===== config.mk =====
export PLATFORM = sky130hd
export DESIGN_NAME = decoder_scan_ctrl
export DESIGN_NICKNAME = d
export VERILOG_FILES = /design/src/rtl/decoder_scan_ctrl.sv
export SDC_FILE = /design/constraint.sdc
export NUM_CORES = 1
export LEC_CHECK = 0
export BUFFER_PORTS_ARGS = -buffer_cell sky130_fd_sc_hd__buf_4
export CORE_MARGIN = 2
export CORE_UTILIZATION = 35
export CTS_BUF_LIST = sky130_fd_sc_hd__clkbuf_8
export DETAILED_ROUTE_END_ITERATION = 12
export GPL_ROUTABILITY_DRIVEN = 0
export MAX_ROUTING_LAYER = met4
export PLACE_DENSITY = 0.55
export SLEW_MARGIN = 20
export SYNTH_ARGS = -nofsm -noshare
export SYNTH_HDL_FRONTEND = slang
export SYNTH_SLANG_ARGS = --single-unit

===== constraint.sdc =====
create_clock -name clk -period 3.56 [get_ports clk]
set_input_delay 0.712 -clock clk [delete_from_list [all_inputs] [get_ports clk]]
set_output_delay 0.712 -clock clk [all_outputs]
set_load 0.05 [all_outputs]

===== src/rtl/decoder_scan_ctrl.sv =====
// decoder_scan_ctrl
// Sequencing controller for the 3-to-8 active-low LED decoder. It drives the
// decoder enable/select so that one LED lights at a time and steps across the
// bar once per prescaled tick. Patterns: walk, bounce, single-pass and hold.
//
// Ports:
//   clk        system clock, rising edge
//   rst        asynchronous active-low reset
//   start      single-cycle request to begin a sequence (IDLE only)
//   stop       forces a return to IDLE, highest priority
//   mode[1:0]  00 walk, 01 bounce, 10 single-pass, 11 hold (latched on start)
//   dir        0 up from position 0, 1 down from position 7 (latched on start)
//   enable[2:0] decoder enable, 3'b100 while running, 3'b000 otherwise
//   switch[2:0] decoder select, current LED position
//   busy       high while running
//   pass_done  one-cycle pulse when a single pass completes
module decoder_scan_ctrl #(
  parameter int unsigned TICK_DIV = 25_000_000,
  parameter int unsigned CNT_W    = 25
) (
  input  logic       clk,
  input  logic       rst,
  input  logic       start,
  input  logic       stop,
  input  logic [1:0] mode,
  input  logic       dir,
  output logic [2:0] enable,
  output logic [2:0] switch,
  output logic       busy,
  output logic       pass_done
);

  localparam logic [CNT_W-1:0] TICK_LAST = CNT_W'(TICK_DIV - 1);
  localparam logic [2:0]       EN_ON     = 3'b100;
  localparam logic [2:0]       EN_OFF    = 3'b000;
  localparam logic [2:0]       POS_MIN   = 3'd0;
  localparam logic [2:0]       POS_MAX   = 3'd7;

  localparam logic [1:0] MODE_WALK   = 2'b00;
  localparam logic [1:0] MODE_BOUNCE = 2'b01;
  localparam logic [1:0] MODE_SINGLE = 2'b10;

  typedef enum logic [1:0] {
    S_IDLE = 2'd0,
    S_RUN  = 2'd1,
    S_DONE = 2'd2
  } state_e;

  state_e           state_q, state_d;
  logic [CNT_W-1:0] cnt_q, cnt_d;
  logic [1:0]       mode_q, mode_d;
  logic             dir_q, dir_d;
  logic             bdir_q, bdir_d;
  logic [2:0]       enable_q, enable_d;
  logic [2:0]       switch_q, switch_d;
  logic             busy_q, busy_d;
  logic             pass_done_q, pass_done_d;

  logic             tick_c;
  logic             bounce_down_c;
  logic             at_end_c;

  // Tick on the last prescaler count; every position dwells TICK_DIV cycles.
  assign tick_c = (cnt_q == TICK_LAST);

  // Bounce direction is forced at the ends so each end shows for one dwell only.
  always_comb begin
    bounce_down_c = bdir_q;
    if (switch_q == POS_MAX) begin
      bounce_down_c = 1'b1;
    end else if (switch_q == POS_MIN) begin
      bounce_down_c = 1'b0;
    end
  end

  // Final position of a single pass depends on the latched direction.
  assign at_end_c = dir_q ? (switch_q == POS_MIN) : (switch_q == POS_MAX);

  // Next-state and registered-output logic.
  always_comb begin
    state_d     = state_q;
    cnt_d       = cnt_q;
    mode_d      = mode_q;
    dir_d       = dir_q;
    bdir_d      = bdir_q;
    enable_d    = enable_q;
    switch_d    = switch_q;
    busy_d      = busy_q;
    pass_done_d = 1'b0;

    if (stop) begin
      state_d  = S_IDLE;
      cnt_d    = '0;
      enable_d = EN_OFF;
      busy_d   = 1'b0;
    end else begin
      case (state_q)
        S_IDLE: begin
          if (start) begin
            state_d  = S_RUN;
            mode_d   = mode;
            dir_d    = dir;
            bdir_d   = dir;
            switch_d = dir ? POS_MAX : POS_MIN;
            cnt_d    = '0;
            enable_d = EN_ON;
            busy_d   = 1'b1;
          end
        end

        S_RUN: begin
          cnt_d = tick_c ? '0 : cnt_q + CNT_W'(1);
          if (tick_c) begin
            case (mode_q)
              MODE_WALK: begin
                switch_d = dir_q ? switch_q - 3'd1 : switch_q + 3'd1;
              end
              MODE_BOUNCE: begin
                bdir_d   = bounce_down_c;
                switch_d = bounce_down_c ? switch_q - 3'd1 : switch_q + 3'd1;
              end
              MODE_SINGLE: begin
                if (at_end_c) begin
                  state_d     = S_DONE;
                  cnt_d       = '0;
                  enable_d    = EN_OFF;
                  busy_d      = 1'b0;
                  pass_done_d = 1'b1;
                end else begin
                  switch_d = dir_q ? switch_q - 3'd1 : switch_q + 3'd1;
                end
              end
              default: begin
                // hold: position frozen, prescaler keeps running
                switch_d = switch_q;
              end
            endcase
          end
        end

        S_DONE: begin
          state_d = S_IDLE;
        end

        default: begin
          state_d  = S_IDLE;
          cnt_d    = '0;
          enable_d = EN_OFF;
          busy_d   = 1'b0;
        end
      endcase
    end
  end

  // State and output registers.
  always_ff @(posedge clk or negedge rst) begin
    if (!rst) begin
      state_q     <= S_IDLE;
      cnt_q       <= '0;
      mode_q      <= 2'b00;
      dir_q       <= 1'b0;
      bdir_q      <= 1'b0;
      enable_q    <= EN_OFF;
      switch_q    <= POS_MIN;
      busy_q      <= 1'b0;
      pass_done_q <= 1'b0;
    end else begin
      state_q     <= state_d;
      cnt_q       <= cnt_d;
      mode_q      <= mode_d;
      dir_q       <= dir_d;
      bdir_q      <= bdir_d;
      enable_q    <= enable_d;
      switch_q    <= switch_d;
      busy_q      <= busy_d;
      pass_done_q <= pass_done_d;
    end
  end

  assign enable    = enable_q;
  assign switch    = switch_q;
  assign busy      = busy_q;
  assign pass_done = pass_done_q;

endmodule


==> flow_summary.json <==
{
  "outcome": "finished, final reports clean",
  "reg2reg_from": "cnt_q[0]",
  "cts-root-buf": "clkbuf_8",
  "clk_latency_ns": 0.29,
  "path_class": "flip-flop to flip-flop",
  "grt_pass1_wl_um": 7420,
  "setup_viol": 0,
  "leakage_uw": 0.000966,
  "layout_setup_ws_ns": 1.27,
  "syn_avg_cell_area_um2": 9.64,
  "layout.nets": 249,
  "dp_hpwl_um": 3170,
  "worstPathRequired_ns": 3.74,
  "postSynthCellCount": 225,
  "power_density_nw_per_um2": 429,
  "drc": 0,
  "htree_num_levels": 2,
  "antenna_cells": 0,
  "finalHoldViolCount": 0,
  "cts_tree": "done",
  "r2r_end": "cnt_q[12]",
  "timing.hold.ws_ns": 0.378,
  "arrival_ns": 2.47,
  "tightest_slew_ns": 0.598,
  "ir_drop_mv": 0.288,
  "die_x_um": 82.7,
  "fin_util_pct": 40.4,
  "netlist_area_um2": 2170,
  "area_delta_synth_final_pct": 10.8,
  "synth.distinct_cells": 54,
  "synth-edff-count": 0,
  "grt_overflow_total": 0,
  "yosysWarnings": 0,
  "dp_slack_ns": 1.21,
  "drt_iter0_markers": 107,
  "rows": 28,
  "clock.fmax_ghz": 0.436,
  "cts_made_buffers": 5,
  "drtPass1Iterations": 4,
  "total_power_uw": 1030,
  "grt_pass1_vias": 1538,
  "grt_usage_pct": 14.9,
  "cp-end-kind": "flip-flop",
  "setup.worst_path.start_class": "flip-flop",
  "r2r_slack_ns": 1.27,
  "core_area_um2": 5960,
  "avgRoutedWirePerCell_um": 14.1,
  "initial_utilization_pct": 36.4,
  "relSlewSlack_pct": 59.8,
  "maxSlewViolCount": 0,
  "antenna_found_initial": 0,
  "cts_buffer_depth": 2,
  "io_pins": 15,
  "ys_top_cells_by_area": "dfrtp_1 (42%), nor2_1 (3.8%), xnor2_1 (3.2%)",
  "hold_path_class": "input port to async pin",
  "hold_buffers": 0,
  "ys.flop_type": "dfrtp_1",
  "viasPerCell": 5.29,
  "rsz0062_at_grt": "false",
  "cts.sinks": 36,
  "path_clk_slew_ns": 0.07,
  "cts_resized": 0,
  "vias": 1657,
  "skew_ns": 0.00699,
  "maxCapViolations": 0,
  "cts_setup_buffers": 0,
  "postRouteAntennaNets": 0,
  "finalCritPeriodShare_pct": 64.4,
  "path_max_fanout": 7,
  "r2r_cells": 6,
  "ys_async_sr_fraction_pct": 100,
  "grt_max_degree": 37,
  "min_period_ns": 2.29,
  "wirelength_um": 4420,
  "finalSetupTns_ns": 0,
  "synth_top_area_share_pct": 41.5,
  "ys_seq_area_share_pct": 41.5,
  "drive_gt1_share_pct": 15.5,
  "dieArea_um2": 6840,
  "portBuffers": 12,
  "die-height_um": 82.7,
  "synth_top_area_cell": "dfrtp_1",
  "synth_seq_cells": 36
}
## worst max-delay path, cell delays in order, from the launching register on
cell and delay, ns:
dfrtp_1 0.42, ha_1 0.22, nand3_2 0.18, or4_1 0.78
nor3b_2 0.25, nor3_1 0.06, a211o_1 0.26
## registers in the layout (all words and copies together), names as in the netlist
register	count
switch	3
cnt_q	25
state_q	2
dir_q	1
mode_q	2
enable	1
bdir_q	1
pass_done	1
## worst max-delay path by stage
stage,cells past startpoint,from,endpoint
after detailed placement,7,stop,cnt_q[10]
after CTS,6,cnt_q[0],cnt_q[12]
after floorplan,6,switch[0],switch[2]
final,6,cnt_q[0],cnt_q[12]
after global placement,7,stop,cnt_q[10]
after global routing,6,cnt_q[0],cnt_q[12]
## synth_stat cells, drive strengths merged, types with 7 or more instances
library cell	count
dfrtp	36
nor2	24
nand2	18
nand3	14
o21ai	10
a21oi	8
nor3	8
xnor2	8
xor2	8
nand2b	7
## placed cells by master, fill, tap and decap left out, drive strengths merged, types with 2 or more instances in the layout
master,netlist,layout
a31oi,3,3
nand3b,2,2
nand4,3,3
nor2,24,24
and4b,3,3
nor3,8,8
conb,1,2
inv,5,7
nand3,14,14
and4,3,3
nor3b,2,2
xor2,8,8
nor2b,5,5
ha,5,5
a2111oi,2,2
xnor2,8,8
o21ai,10,10
nor4,6,6
dfrtp,36,36
nand2,18,18
or4,3,3
buf,6,13
mux2,5,5
nand2b,7,7
or3,2,2
o31ai,3,3
clkbuf,3,6
a21boi,3,3
and3,6,6
a21oi,8,8
## power by group
part           leakage, uW  switching (uW)  internal [uW]
Combinational     0.000428             164           98.7
Sequential        0.000485            33.6            437
Clock            0.0000538             145            152
Total             0.000966             343            688
## metal layers
metal	global-route usage [%]	vias up	share of wire, %
met5	-	-	0
met1	20.1	799	50
met3	3.15	8	4.0
met2	21.9	24	44
met4	5.90	0	1.7
li1	-	826	-
## final cells by class
| class | instances | area [um2] |
|---|---|---|
| repair buffers | 13 | 97.6 |
| clock inverters | 2 | 7.51 |
| flip-flops and latches | 36 | 901 |
| fillers | 637 | 3550 |
| well taps | 75 | 93.8 |
| multi-input cells | 176 | 1200 |
| inverters | 5 | 18.8 |
| clock buffers | 6 | 82.6 |
## through the flow
step           cell area [um2]  instances
2_1_floorplan             2170        226
3_3_place_gp              2310        305
3_5_place_dp              2310        305
4_1_cts                   2400        313
5_1_grt                   2400        313
6_report                  2400        313
## logic make-up after synthesis
| group | share of synthesized area [%] |
|---|---|
| other | 0.173 |
| and+or+nand+nor | 30.3 |
| adders and majority gates | 2.88 |
| AOI/OAI and AO/OA | 12.3 |
| buffers and inverters | 3.23 |
| muxes | 3.06 |
| xor gates and xnor gates | 6.46 |
| DFF | 41.5 |
Power figures use the tool's default switching activity.
